**src/rtl/seg_capture.sv**
```systemverilog
// Host-side reader for a 7-segment output bus: debounces the sampled pattern,
// decodes accepted digits to hex nibbles and queues them in a small FWFT FIFO.
module seg_capture #(
    parameter int STABLE_CYCLES = 4,
    parameter int FIFO_DEPTH    = 4
) (
    input  logic                          clock,
    input  logic                          reset,
    input  logic [6:0]                    seg_in,
    input  logic                          dp_in,
    input  logic                          enable,
    output logic                          digit_valid,
    input  logic                          digit_ready,
    output logic [3:0]                    digit_data,
    output logic                          digit_dp,
    output logic                          digit_err,
    output logic                          overflow,
    output logic [$clog2(FIFO_DEPTH):0]   fifo_count
);

    localparam int CW = $clog2(STABLE_CYCLES);
    localparam int AW = $clog2(FIFO_DEPTH);
    localparam logic [CW-1:0] CNT_MAX    = CW'(STABLE_CYCLES - 1);
    localparam logic [AW:0]   COUNT_FULL = (AW+1)'(FIFO_DEPTH);

    localparam logic [1:0] ST_IDLE  = 2'd0;
    localparam logic [1:0] ST_TRACK = 2'd1;
    localparam logic [1:0] ST_HOLD  = 2'd2;

    // Returns {err, nibble}; unknown non-blank shapes decode to 0 with err set.
    function automatic logic [4:0] decode(input logic [6:0] seg);
        case (seg)
            7'h3F:   decode = {1'b0, 4'h0};
            7'h06:   decode = {1'b0, 4'h1};
            7'h5B:   decode = {1'b0, 4'h2};
            7'h4F:   decode = {1'b0, 4'h3};
            7'h66:   decode = {1'b0, 4'h4};
            7'h6D:   decode = {1'b0, 4'h5};
            7'h7D:   decode = {1'b0, 4'h6};
            7'h07:   decode = {1'b0, 4'h7};
            7'h7F:   decode = {1'b0, 4'h8};
            7'h6F:   decode = {1'b0, 4'h9};
            7'h77:   decode = {1'b0, 4'hA};
            7'h7C:   decode = {1'b0, 4'hB};
            7'h39:   decode = {1'b0, 4'hC};
            7'h5E:   decode = {1'b0, 4'hD};
            7'h79:   decode = {1'b0, 4'hE};
            7'h71:   decode = {1'b0, 4'hF};
            default: decode = {1'b1, 4'h0};
        endcase
    endfunction

    logic [7:0]    sample_q, sample_d;
    logic [CW-1:0] cnt_q, cnt_d;
    logic [1:0]    state_q, state_d;
    logic [7:0]    last_q, last_d;
    logic [AW-1:0] wr_ptr_q, wr_ptr_d;
    logic [AW-1:0] rd_ptr_q, rd_ptr_d;
    logic [AW:0]   count_q, count_d;
    logic          overflow_q, overflow_d;
    logic [5:0]    mem [FIFO_DEPTH];

    logic [7:0] sample_in;
    logic       changed;
    logic       accept;
    logic       push;
    logic       pop;
    logic       full;
    logic       wr_en;
    logic [4:0] dec;
    logic [5:0] head;

    assign sample_in = {dp_in, seg_in};
    assign changed   = (sample_in != sample_q);
    assign accept    = (cnt_q == CNT_MAX);
    assign dec       = decode(sample_q[6:0]);

    // Debounce and acceptance FSM.
    // NOTE: every signal assigned here gets a default first so no latch is inferred.
    always_comb begin
        sample_d = sample_q;
        cnt_d    = cnt_q;
        state_d  = state_q;
        last_d   = last_q;
        push     = 1'b0;
        if (!enable) begin
            cnt_d   = '0;
            state_d = ST_IDLE;
            last_d  = '0;
        end else begin
            sample_d = sample_in;
            if (changed)
                cnt_d = '0;
            else if (cnt_q != CNT_MAX)
                cnt_d = cnt_q + CW'(1);
            case (state_q)
                ST_IDLE: begin
                    if (sample_q[6:0] != 7'h00)
                        state_d = ST_TRACK;
                end
                ST_TRACK: begin
                    if (accept) begin
                        if (sample_q[6:0] == 7'h00) begin
                            last_d  = '0;
                            state_d = ST_IDLE;
                        end else begin
                            if (sample_q != last_q) begin
                                push   = 1'b1;
                                last_d = sample_q;
                            end
                            // A new pattern arriving on the accept edge must keep tracking.
                            state_d = changed ? ST_TRACK : ST_HOLD;
                        end
                    end
                end
                ST_HOLD: begin
                    if (changed)
                        state_d = ST_TRACK;
                end
                default: state_d = ST_IDLE;
            endcase
        end
    end

    // FIFO control: a push into a full queue only lands if a pop frees a slot.
    always_comb begin
        full       = (count_q == COUNT_FULL);
        pop        = digit_valid && digit_ready;
        wr_en      = push && (!full || pop);
        wr_ptr_d   = wr_ptr_q;
        rd_ptr_d   = rd_ptr_q;
        count_d    = count_q;
        overflow_d = overflow_q | (push && full && !pop);
        if (wr_en)
            wr_ptr_d = wr_ptr_q + AW'(1);
        if (pop)
            rd_ptr_d = rd_ptr_q + AW'(1);
        if (wr_en && !pop)
            count_d = count_q + (AW+1)'(1);
        else if (pop && !wr_en)
            count_d = count_q - (AW+1)'(1);
    end

    // NOTE: sequential state uses non-blocking assignments so all flops update together.
    always_ff @(posedge clock) begin
        if (!reset) begin
            sample_q   <= '0;
            cnt_q      <= '0;
            state_q    <= ST_IDLE;
            last_q     <= '0;
            wr_ptr_q   <= '0;
            rd_ptr_q   <= '0;
            count_q    <= '0;
            overflow_q <= 1'b0;
        end else begin
            sample_q   <= sample_d;
            cnt_q      <= cnt_d;
            state_q    <= state_d;
            last_q     <= last_d;
            wr_ptr_q   <= wr_ptr_d;
            rd_ptr_q   <= rd_ptr_d;
            count_q    <= count_d;
            overflow_q <= overflow_d;
        end
    end

    // NOTE: storage is not reset; an empty queue masks it from the outputs.
    always_ff @(posedge clock) begin
        if (wr_en)
            mem[wr_ptr_q] <= {dec[4], sample_q[7], dec[3:0]};
    end

    assign head        = mem[rd_ptr_q];
    assign digit_valid = (count_q != '0);
    assign digit_data  = digit_valid ? head[3:0] : 4'h0;
    assign digit_dp    = digit_valid ? head[4]   : 1'b0;
    assign digit_err   = digit_valid ? head[5]   : 1'b0;
    assign overflow    = overflow_q;
    assign fifo_count  = count_q;

endmodule

```
**config.mk**
```make
export PLATFORM = sky130hd
export DESIGN_NAME = seg_capture
export DESIGN_NICKNAME = d
export VERILOG_FILES = /design/src/rtl/seg_capture.sv
export SDC_FILE = /design/constraint.sdc
export NUM_CORES = 1
export LEC_CHECK = 0
export CORE_MARGIN = 2
export CORE_UTILIZATION = 25
export DETAILED_ROUTE_END_ITERATION = 8
export PLACE_DENSITY = 0.49
export SYNTH_ARGS = -nofsm -noshare
export SYNTH_HDL_FRONTEND = slang
export SYNTH_SLANG_ARGS = --single-unit
```
**constraint.sdc**
```tcl
create_clock -name clock -period 3.52 [get_ports clock]
set_input_delay 0.704 -clock clock [delete_from_list [all_inputs] [get_ports clock]]
set_output_delay 0.704 -clock clock [all_outputs]
set_load 0.005 [all_outputs]
```
==> Yosys cells after proc, flatten, opt, wreduce, memory -nomap -nowiden <==
Memories as Yosys holds them, arrays and structs flattened. A register that Yosys moved wholly into a read port is not among the register bits.
Index checks and enable logic that the tools add are counted.
{ "word_totals": {"ramBits": 24, "output_inout_bits": 11, "regBits": 28, "n_memories": 1, "elab_cells": 86} }
{ "mem_list": {"columns": ["memory", "words", "width", "read_ports", "rd_ports_with_merged_regs", "wr", "line_no", "source"], "rows": [
  ["mem", 4, 6, 1, 1, 1, "61", "logic [5:0] mem [FIFO_DEPTH];"]
]} }
{ "classes": {"n_addsub": 5, "n_reduce_logical": 20, "bitwise": 3, "muxes": 23, "n_eq_ne": 26} }
{ "ops": {"columns": ["operator", "n"], "rows": [
  ["$eq 7x7->1 const B", 12],
  ["$pmux 5 s16", 1],
  ["$mux 8", 2],
  ["$ne 8x8->1", 2],
  ["$eq 7x3->1 const B", 2],
  ["$eq 7x6->1 const B", 2],
  ["$mux 2", 7],
  ["$mux 1", 9],
  ["$ne 2x2->1 const B", 4],
  ["$logic_not 7->1", 1],
  ["$reduce_bool 7->1", 1],
  ["$add 2x1->2 const B", 3],
  ["$logic_and 1x1->1", 6],
  ["$mux 3", 2],
  ["$pmux 2 s3", 1],
  ["$reduce_and 3->1", 2],
  ["$eq 2x2->1 const B", 2],
  ["$mux 4", 1],
  ["$reduce_bool 2->1", 2],
  ["$add 3x1->3 const B", 1],
  ["$eq 3x3->1 const B", 1],
  ["$logic_not 1->1", 3],
  ["$reduce_bool 3->1", 1],
  ["$reduce_or 3->1", 1],
  ["other kinds (7)", 8]
]} }

==> Depth between registers and ports, before layout <==
Gate-level depths: netlist (run 1).
{ "depth": {"word_depth": 11, "ltp_mapped": 11, "ltp_nobuf": 11} }

==> Worst setup path before layout (run 1) <==
OpenSTA, ideal clock, no wires.
{ "synth_path": {"path_type": "input -> register", "start": "input enable", "end": "register count_q[2], in the netlist fifo_count[2]", "arrival_time_ns": 2.578, "slack_ns": 0.866, "setup_time_ns": 0.076, "stages": 9, "cell_sequence": "buf_2 nand3_1 nor3_2 ha_1 inv_1 fa_1 xor2_1 or3_1 a21boi_0"} }
{ "synth_via": {"elab_chain_cells": 5, "elab_cells_between_ends": 7} }
{ "synth_rtl": {"columns": ["item", "line_no", "source"], "rows": [
  ["start: declaration", "11", "input logic enable,"],
  ["$mux 1 *", "86", "if (!enable) begin"],
  ["$logic_and 1x1->1 *", "129", "wr_en = push && (!full || pop);"],
  ["net wr_en", "69", "logic wr_en;"],
  ["$logic_not 1->1", "140", "else if (pop && !wr_en)"],
  ["$logic_and 1x1->1", "140", null],
  ["$reduce_bool 2->1 (no line)", null, null],
  ["end signal: assignment", "162", "count_q <= count_d;"],
  ["end: declaration", "59", "logic [AW:0] count_q, count_d;"]
]} }
The timed path passes the listed nets; every way through them passes the cells marked *.
A chain may end at the register's enable or synchronous reset.

==> results of run 1 <==
critical path: cells and delay by family (launching register included):
kind / cells / cell delay (ns)
DFF: 1 / 0.59
muxes: 1 / 0.57
buffers and inverters: 1 / 0.44
and+or+nand+nor: 1 / 0.17
power by group:
| part | internal [W] | leakage [nW] | switching (W) |
|---|---|---|---|
| clock network | 0.000147 | 0.0491 | 0.000219 |
| registers | 0.000656 | 0.432 | 0.0000234 |
| logic | 0.0000403 | 0.565 | 0.0000388 |
| total | 0.000843 | 1.05 | 0.000282 |
cells in the final DEF (no fill, tap or decap), types with 6 or more instances in the layout:
| cell type | Yosys | layout |
|---|---|---|
| dfxtp_1 | 30 | 30 |
| inv_1 | 6 | 6 |
| xnor2_1 | 11 | 11 |
| mux4_2 | 6 | 6 |
| nor2b_1 | 10 | 10 |
| clkdlybuf4s50_1 | 0 | 22 |
| nor2_1 | 9 | 9 |
| mux2i_1 | 12 | 12 |
| edfxtp_1 | 24 | 24 |
| nand2_1 | 13 | 13 |
| xor2_1 | 10 | 10 |
| and2_1 | 14 | 14 |
| a22o_1 | 8 | 8 |
| ha_1 | 6 | 6 |
| a21oi_1 | 7 | 7 |
| nor3_1 | 6 | 6 |
through the flow:
stage	std cells	area [sq um]	utilization, %	power [W]	hold slack (ns)
after global placement	381	3010	29.0	0.000775	0.465
after floorplan	237	2680	-	0.000746	0.463
after CTS	389	3110	29.9	0.00114	0.504
after global routing	389	3110	29.9	0.00118	0.528
final	389	3110	29.9	0.00112	0.499
after detailed placement	381	3010	29.0	0.000774	0.479
layer usage:
metal	vias up	track usage (%)	share of wire [%]
met5	-	0	0
met1	826	12.4	50
li1	883	-	-
met2	33	15.0	46
met3	4	2.36	3.0
met4	0	3.02	1.3
worst paths after layout:
check	from	endpoint	slack (ns)	depth (start not counted)
worst max register to register	sample_q[0]	fifo_count[2]	0.76	11
worst min register to register	last_q[7]	last_q[7]	0.50	1
worst min-delay path	last_q[7]	last_q[7]	0.50	1
worst max-delay path	flop	digit_data[0]	0.75	3
registers in the layout (all words and copies together) (netlist names), named ones only:
| signal | count |
|---|---|
| sample_q | 8 |
| fifo_count | 3 |
| cnt_q | 2 |
| last_q | 8 |
| state_q | 2 |
| overflow | 1 |
| wr_ptr_q | 2 |
| rd_ptr_q | 2 |
| mem | 24 |
final cells by class:
type                            count  area (sq um)
Inverter                            6          22.5
Timing Repair Buffer               25           243
Clock inverter                      3          26.3
Sequential cell                    54          1320
Clock buffer                        5          68.8
Fill cell                        1063          7260
Tap cell                          136           170
Multi-Input combinational cell    160          1250
logic make-up after synthesis:
logic type                 Yosys count  synth area share (%)
and+or+nand+nor                     78                  16.7
muxes                               18                  9.53
adders and majority gates            7                  3.55
buffers and inverters               23                  3.88
AOI/OAI and AO/OA                   36                  10.2
xor gates and xnor gates            21                  6.87
DFF                                 54                  49.3
==> impl_metrics.json, run 1 <==
{
  "status": "completed",
  "maxCapViolations": 0,
  "overflow": 0,
  "crit_required_ns": 2.82,
  "grt.total_usage_pct": 9.39,
  "worst_slew_pin_slew_ns": 0.592,
  "clock-sinks": 54,
  "period_needed_ns": 2.77,
  "rsz0062_at_grt": "no",
  "gp_congestion": 0.819,
  "critPathMaxStageDelay_ns": 0.59,
  "cts.hold.buffers_added": 0,
  "yosysMostFrequentCell": "dfxtp_1",
  "antenna_cells": 0,
  "irDropWorstVdd_mv": 0.154,
  "cp.arrival_ns": 2.07,
  "ant_nets": 0,
  "path_cells": "mux4_2, and2_1, clkdlybuf4s50_1",
  "antenna_found_initial": 0,
  "p_leak_nw": 1.05,
  "via_count": 1746,
  "relSlewSlack_pct": 60.5,
  "yosysTopAreaCell": "edfxtp_1",
  "ioPinCount": 23,
  "grt_start_max_net_pins": 21,
  "fin_ws_ns": 0.747,
  "cts_resized": 0,
  "pre_cts_ws_ns": 0.600,
  "dieArea_sq_um": 11600,
  "worstSetupEndpointType": "output pin",
  "area_growth_pct": 15.9,
  "crit_path_start_kind": "flop",
  "synth-seq-cells": 54,
  "yosys-top-cells-count": "dfxtp_1 (30), edfxtp_1 (24), and2_1 (14)",
  "core.rowCount": 37,
  "clk_pin_slew_ns": 0.10,
  "cts.path.max_buffers": 2,
  "worstSkewPairLatency_ns": 0.31,
  "ys_warn_count": 0,
  "portBuffers": 22,
  "period_share_pct": 78.8,
  "crit_type": "reg2out",
  "async_flop_share_pct": 0,
  "yosys.cell_types.count": 48,
  "ys.flop_type": "dfxtp_1",
  "synth_edf_count": 24,
  "syn_nets": 256,
  "finalSetupViolCount": 0,
  "routedWlPerCell_um": 13.0,
  "firstDrtPassIters": 6,
  "drt_iter0_markers": 135,
  "layout-drive-gt1-share_pct": 8.70,
  "hp-class": "reg2reg",
  "avgSynthCellArea_sq_um": 11.3,
  "grt_pass1_vias": 1729,
  "fmax_ghz": 0.361,
  "netlist_top_cells_area": "edfxtp_1 (27%), dfxtp_1 (22%), mux4_2 (5.0%)",
  "core_area_sq_um": 10400,
  "place_hpwl_um": 3610,
  "cts_tree": "done",
  "die_h_um": 108,
  "final_nets": 271,
  "finalClockSkew_ns": 0.00675,
  "grt_pass1_wl_um": 8450,
  "synth_cells": 237,
  "ys_seq_area_share_pct": 49.3,
  "start_util_pct": 25.8,
  "finalHoldViolCount": 0,
  "maxSlewViolCount": 0,
  "vias_per_cell": 4.49,
  "power_density_nw_per_um2": 362,
  "route.detailed.drc": 0,
  "tns_ns": 0,
  "cts_root_buffer": "clkbuf_8",
  "worstPathMaxFanout": 6,
  "synth.top_cell.area_share_pct": 26.9,
  "syn_area_sq_um": 2680,
  "cts_buffers": 5,
  "cts_max_level": 2,
  "crit_path_top_delay_cell": "dfxtp_1",
  "drt-total-wl_um": 5070,
  "fp.dieW_um": 108,
  "post_cts_buffers": 0
}
Power figures use the tool's default switching activity.
==> inputs of run 2 (changes only) <==
PLACE_DENSITY = 0.5   (was 0.49)
clock period = 2.3 ns   (was 3.52 ns; I/O delays follow)
==> run 2 against run 1 <==
Compared with the run above:
- global-route usage is 0.25 points higher
- sequential share of layout area is 3.6 points lower
- hold slack worse by 0.027 ns
- clock skew is 0.0026 ns lower
- utilization is 3.0 points higher
- non-clock buffer count is 29 higher
- final cell count is 7.5% higher
- power is 55% higher
- combinational power is 130% higher
- critical path depth is 8 higher
==> impl_metrics.json, run 2 (synthesis gave the netlist of run 1 again) <==
{
  "ant_nets": 0,
  "final_cell_mix": "buf_4 (28), dfxtp_1 (25), edfxtp_1 (24)",
  "ioPinCount": 23,
  "period_needed_ns": 2.24,
  "cts_max_level": 2,
  "finalSetupViolCount": 0,
  "crit_required_ns": 2.54,
  "finalHoldViolCount": 0,
  "largest_reg_flops": 24,
  "path_cells": "ha_4, nand2_4, nor2_4, nand3_2, nor3_4, ha_2, inv_1, fa_2, xor2_1, or3_1, a21boi_1",
  "pre_cts_ws_ns": -0.256,
  "worst_slew_pin_slew_ns": 0.540,
  "cts_tree": "done",
  "maxCapViolations": 0,
  "cts.path.max_buffers": 2,
  "crit_type": "reg2reg",
  "top_register": "mem",
  "worstSkewPairLatency_ns": 0.30,
  "area_growth_pct": 27.6,
  "firstDrtPassIters": 4,
  "clk_pin_slew_ns": 0.10,
  "final_nets": 300,
  "grt_start_max_net_pins": 20,
  "start_util_pct": 25.8,
  "cts_root_buffer": "clkbuf_8",
  "status": "completed",
  "routedWlPerCell_um": 12.9,
  "gp_congestion": 0.787,
  "finalClockSkew_ns": 0.00417,
  "core_area_sq_um": 10400,
  "critPathMaxStageDelay_ns": 0.38,
  "cts_buffers": 5,
  "final_common_cell": "buf_4",
  "maxSlewViolCount": 0,
  "grt_pass1_vias": 1835,
  "seqPwrFrac_pct": 58.2,
  "period_share_pct": 97.5,
  "hp-class": "reg2reg",
  "crit_path_start_kind": "flop",
  "via_count": 1877,
  "min_from": "overflow",
  "path_buf_inv": 1,
  "core.rowCount": 37,
  "postPlaceCellArea_sq_um": 3260,
  "antenna_cells": 0,
  "dp.cells": 405,
  "irDropWorstVdd_mv": 0.278,
  "overflow": 0,
  "relSlewSlack_pct": 63.8,
  "p_comb_share_pct": 10.3,
  "grt_pass1_wl_um": 8830,
  "grt.total_usage_pct": 9.64,
  "antenna_found_initial": 0,
  "layout-drive-gt1-share_pct": 22.0,
  "critical-path-top-delay-family": "simple AND/OR/NAND/NOR gates",
  "fp.dieW_um": 108,
  "power_density_nw_per_um2": 510,
  "fin_ws_ns": 0.0569,
  "cp-startpoint": "cnt_q[0]",
  "power.internal_w": 0.00131,
  "drt_iter0_markers": 128,
  "netSwitchingPower_w": 0.000430,
  "r2r-start": "cnt_q[0]",
  "crit_path_top_delay_cell": "dfxtp_4",
  "utilization_pct": 33.0,
  "route.detailed.drc": 0,
  "cp.arrival_ns": 2.49,
  "dieArea_sq_um": 11600,
  "ff2ff_setup_slack_ns": 0.06,
  "cts.hold.buffers_added": 0,
  "design_area_sq_um": 3420,
  "worstSetupEndpointType": "flop",
  "top_regs": "mem (24), last_q (8), sample_q (8)",
  "power_switching_share_pct": 24.6,
  "p_leak_nw": 1.24,
  "instances_no_fill": 418,
  "fmax_ghz": 0.446,
  "drt-total-wl_um": 5390,
  "clock-sinks": 54,
  "clockPowerShare_pct": 31.4,
  "vias_per_cell": 4.49,
  "portBuffers": 22,
  "worstPathMaxFanout": 3,
  "die_h_um": 108,
  "rsz0062_at_grt": "yes",
  "place_hpwl_um": 3940
}
## run 2: cell types whose count changed in the layout (fill, tap and decap cells not counted), moves of 2 or more
cell	delta
buf_4	+25
buf_12	+4
dfxtp_2	+4
dlygate4sd2_1	+6
ha_1	-2
clkdlybuf4s50_1	-6
dfxtp_1	-5
## run 2: path summary, 6_finish.rpt
check,endpoint,cells past startpoint
min reg2reg,overflow,1
max reg2reg,fifo_count[2],11
min,overflow,1
max,fifo_count[2],11
## run 2: cell type report
type | count | area, sq um
clock inverters | 3 | 26.3
flip-flops and latches | 54 | 1330
fillers | 1074 | 6950
clock buffers | 5 | 68.8
inverters | 6 | 22.5
well taps | 136 | 170
multi-input cells | 160 | 1300
repair buffers | 54 | 503
## run 2: metal layers
metal,up-vias,global-route usage [%],routed length [um],part of all wire [%]
li1,943,-,-,-
met1,902,12.7,2590,48
met2,30,16.4,2600,48
met3,2,2.00,160,3.0
met4,0,1.92,31,0.58
met5,-,0,0,0
## run 2: timing repair
item	in CTS	in global routing
endpoints found under the setup margin	7	4
resized for setup	8	1
endpoints found under the hold margin	0	0
pin swaps	1	4
buffers inserted	1	4
## run 2: power groups by stage
stage                     clock, W  combinational, W  sequential [W]
after floorplan                  0          0.000112         0.00103
after CTS                 0.000576          0.000182         0.00102
after detailed placement         0          0.000181         0.00104
final                     0.000548          0.000180         0.00102
after global placement           0          0.000181         0.00104
after global routing      0.000612          0.000198         0.00102
## run 2: stage by stage
| step | hold WS [ns] | total power [W] | setup TNS, ns |
|---|---|---|---|
| finish | 0.472 | 0.00174 | 0 |
| CTS | 0.478 | 0.00177 | 0 |
| detailed placement | 0.453 | 0.00122 | -0.366 |
| floorplan | 0.463 | 0.00115 | 0 |
| global placement | 0.448 | 0.00122 | -0.258 |
| global route | 0.505 | 0.00183 | -0.0846 |
==> inputs of run 3 (changes only) <==
SETUP_SLACK_MARGIN = 0.4   (was default)
==> run 3 against run 2 <==
Compared with the run above:
- first-iteration DRC count decreased by 14%
- combinational power grew 6%
- power up 1.4%
- utilization rose by 1.5 points
- routed wire length increased by 0.91%
- final cell count up 1.9%
- via count grew 1.9%
- clock power increased by 2%
- cell area rose by 4.5%
==> impl_metrics.json, run 3 (synthesis gave the netlist of run 1 again) <==
{
  "portBuffers": 22,
  "via_count": 1913,
  "finalHoldViolCount": 0,
  "design_area_sq_um": 3570,
  "drt-total-wl_um": 5440,
  "largest_reg_flops": 24,
  "grt_pass1_wl_um": 9200,
  "ant_nets": 0,
  "vias_per_cell": 4.49,
  "finalClockSkew_ns": 0.00952,
  "cts.hold.buffers_added": 0,
  "top_regs": "mem (24), last_q (8), sample_q (8)",
  "maxSlewViolCount": 0,
  "irDropWorstVdd_mv": 0.289,
  "cts_tree": "done",
  "reg2regPathDepth": 11,
  "period_needed_ns": 2.21,
  "finalSetupViolCount": 0,
  "cts_root_buffer": "clkbuf_8",
  "cp_num_cells": 9,
  "relSlewSlack_pct": 71.8,
  "cts.path.max_buffers": 2,
  "final_common_cell": "buf_4",
  "postPlaceCellArea_sq_um": 3240,
  "fp.dieW_um": 108,
  "min_path_cells": 1,
  "tns_ns": 0,
  "top_register": "mem",
  "dieArea_sq_um": 11600,
  "power_density_nw_per_um2": 495,
  "antenna_found_initial": 0,
  "gp_congestion": 0.768,
  "cp.arrival_ns": 2.46,
  "ioPinCount": 23,
  "period_share_pct": 95.9,
  "status": "completed",
  "route.detailed.drc": 0,
  "crit_path_start_kind": "input port",
  "finalPower_w": 0.00177,
  "worstSetupEndpointType": "flop",
  "core.rowCount": 37,
  "grt.total_usage_pct": 10.1,
  "maxCapViolations": 0,
  "dp.cells": 405,
  "cts_buffers": 5,
  "area_growth_pct": 33.3,
  "grt_pass1_vias": 1913,
  "overflow": 0,
  "worst_slew_pin_slew_ns": 0.420,
  "start_util_pct": 25.8,
  "antenna_cells": 0,
  "die_h_um": 108,
  "crit_type": "in2reg",
  "hp-class": "reg2reg",
  "critPathMaxStageDelay_ns": 0.53,
  "p_leak_nw": 1.30,
  "clk_pin_slew_ns": 0.11,
  "layout-drive-gt1-share_pct": 34.5,
  "firstDrtPassIters": 6,
  "fmax_ghz": 0.453,
  "crit_required_ns": 2.55,
  "final_nets": 308,
  "cts_max_level": 2,
  "instances_no_fill": 426,
  "place_hpwl_um": 3900,
  "routedWlPerCell_um": 12.8,
  "rsz0062_at_grt": "yes",
  "core_area_sq_um": 10400,
  "drt_iter0_markers": 110,
  "worstPathMaxFanout": 2,
  "clock-sinks": 54,
  "path_cells": "clkdlybuf4s50_1, nand3_4, nor3_4, ha_2, inv_2, fa_2, xor2_1, or3_1, a21boi_1",
  "grt_start_max_net_pins": 20,
  "worstSkewPairLatency_ns": 0.31,
  "crit_path_top_delay_cell": "clkdlybuf4s50_1",
  "critical-path-top-delay-family": "simple AND/OR/NAND/NOR gates",
  "final_cell_mix": "buf_4 (32), edfxtp_1 (24), dfxtp_1 (19)",
  "path_buf_inv": 2
}
-- run 3: cell count changes in the layout (fill, tap and decap cells not counted), sizes merged --
cell | before | now
clkbuf | 5 | 6
clkdlybuf4s50 | 16 | 14
clkinv | 1 | 2
buf | 32 | 46
inv | 8 | 7
dlygate4sd2 | 6 | 1
-- run 3: final timing paths --
path	start	slack, ns	end
setup / recovery	enable	0.09	fifo_count[2]
hold / removal	overflow	0.48	overflow
setup reg to reg	cnt_q[0]	0.10	fifo_count[2]
hold reg to reg	overflow	0.48	overflow
-- run 3: metal layers --
| layer | vias up | track usage (%) | routed length [um] |
|---|---|---|---|
| met2 | 30 | 17.2 | 2640 |
| met1 | 918 | 12.8 | 2590 |
| met4 | 0 | 3.30 | 66 |
| met5 | - | 0 | 0 |
| li1 | 960 | - | - |
| met3 | 5 | 2.00 | 139 |
-- run 3: final cells by class --
class / instances / area [sq um]
Clock buffer: 5 / 68.8
Multi-Input combinational cell: 160 / 1380
Fill cell: 1047 / 6800
Clock inverter: 3 / 28.8
Sequential cell: 54 / 1340
Inverter: 6 / 22.5
Tap cell: 136 / 170
Timing Repair Buffer: 62 / 561
-- run 3: metrics by stage --
stage	utilization [%]	worst slack, ns	hold WS, ns
final	34.4	0.0940	0.479
after detailed placement	31.2	-0.249	0.457
after floorplan	-	0.00428	0.463
after global routing	34.4	-0.0351	0.526
after global placement	31.2	-0.206	0.449
after CTS	33.5	0.0681	0.483
-- run 3: timing repair --
item                                    4_1_cts  5_1_grt
pin swaps                                    13        5
buffers inserted                             11        2
gates resized for setup                      43       24
endpoints found under the setup margin       25       29
-- run 3: where the power goes --
group          leakage (nW)  internal (W)  switching (W)
registers             0.438       0.00100      0.0000132
clock network        0.0502      0.000226       0.000335
logic                 0.811     0.0000925      0.0000980
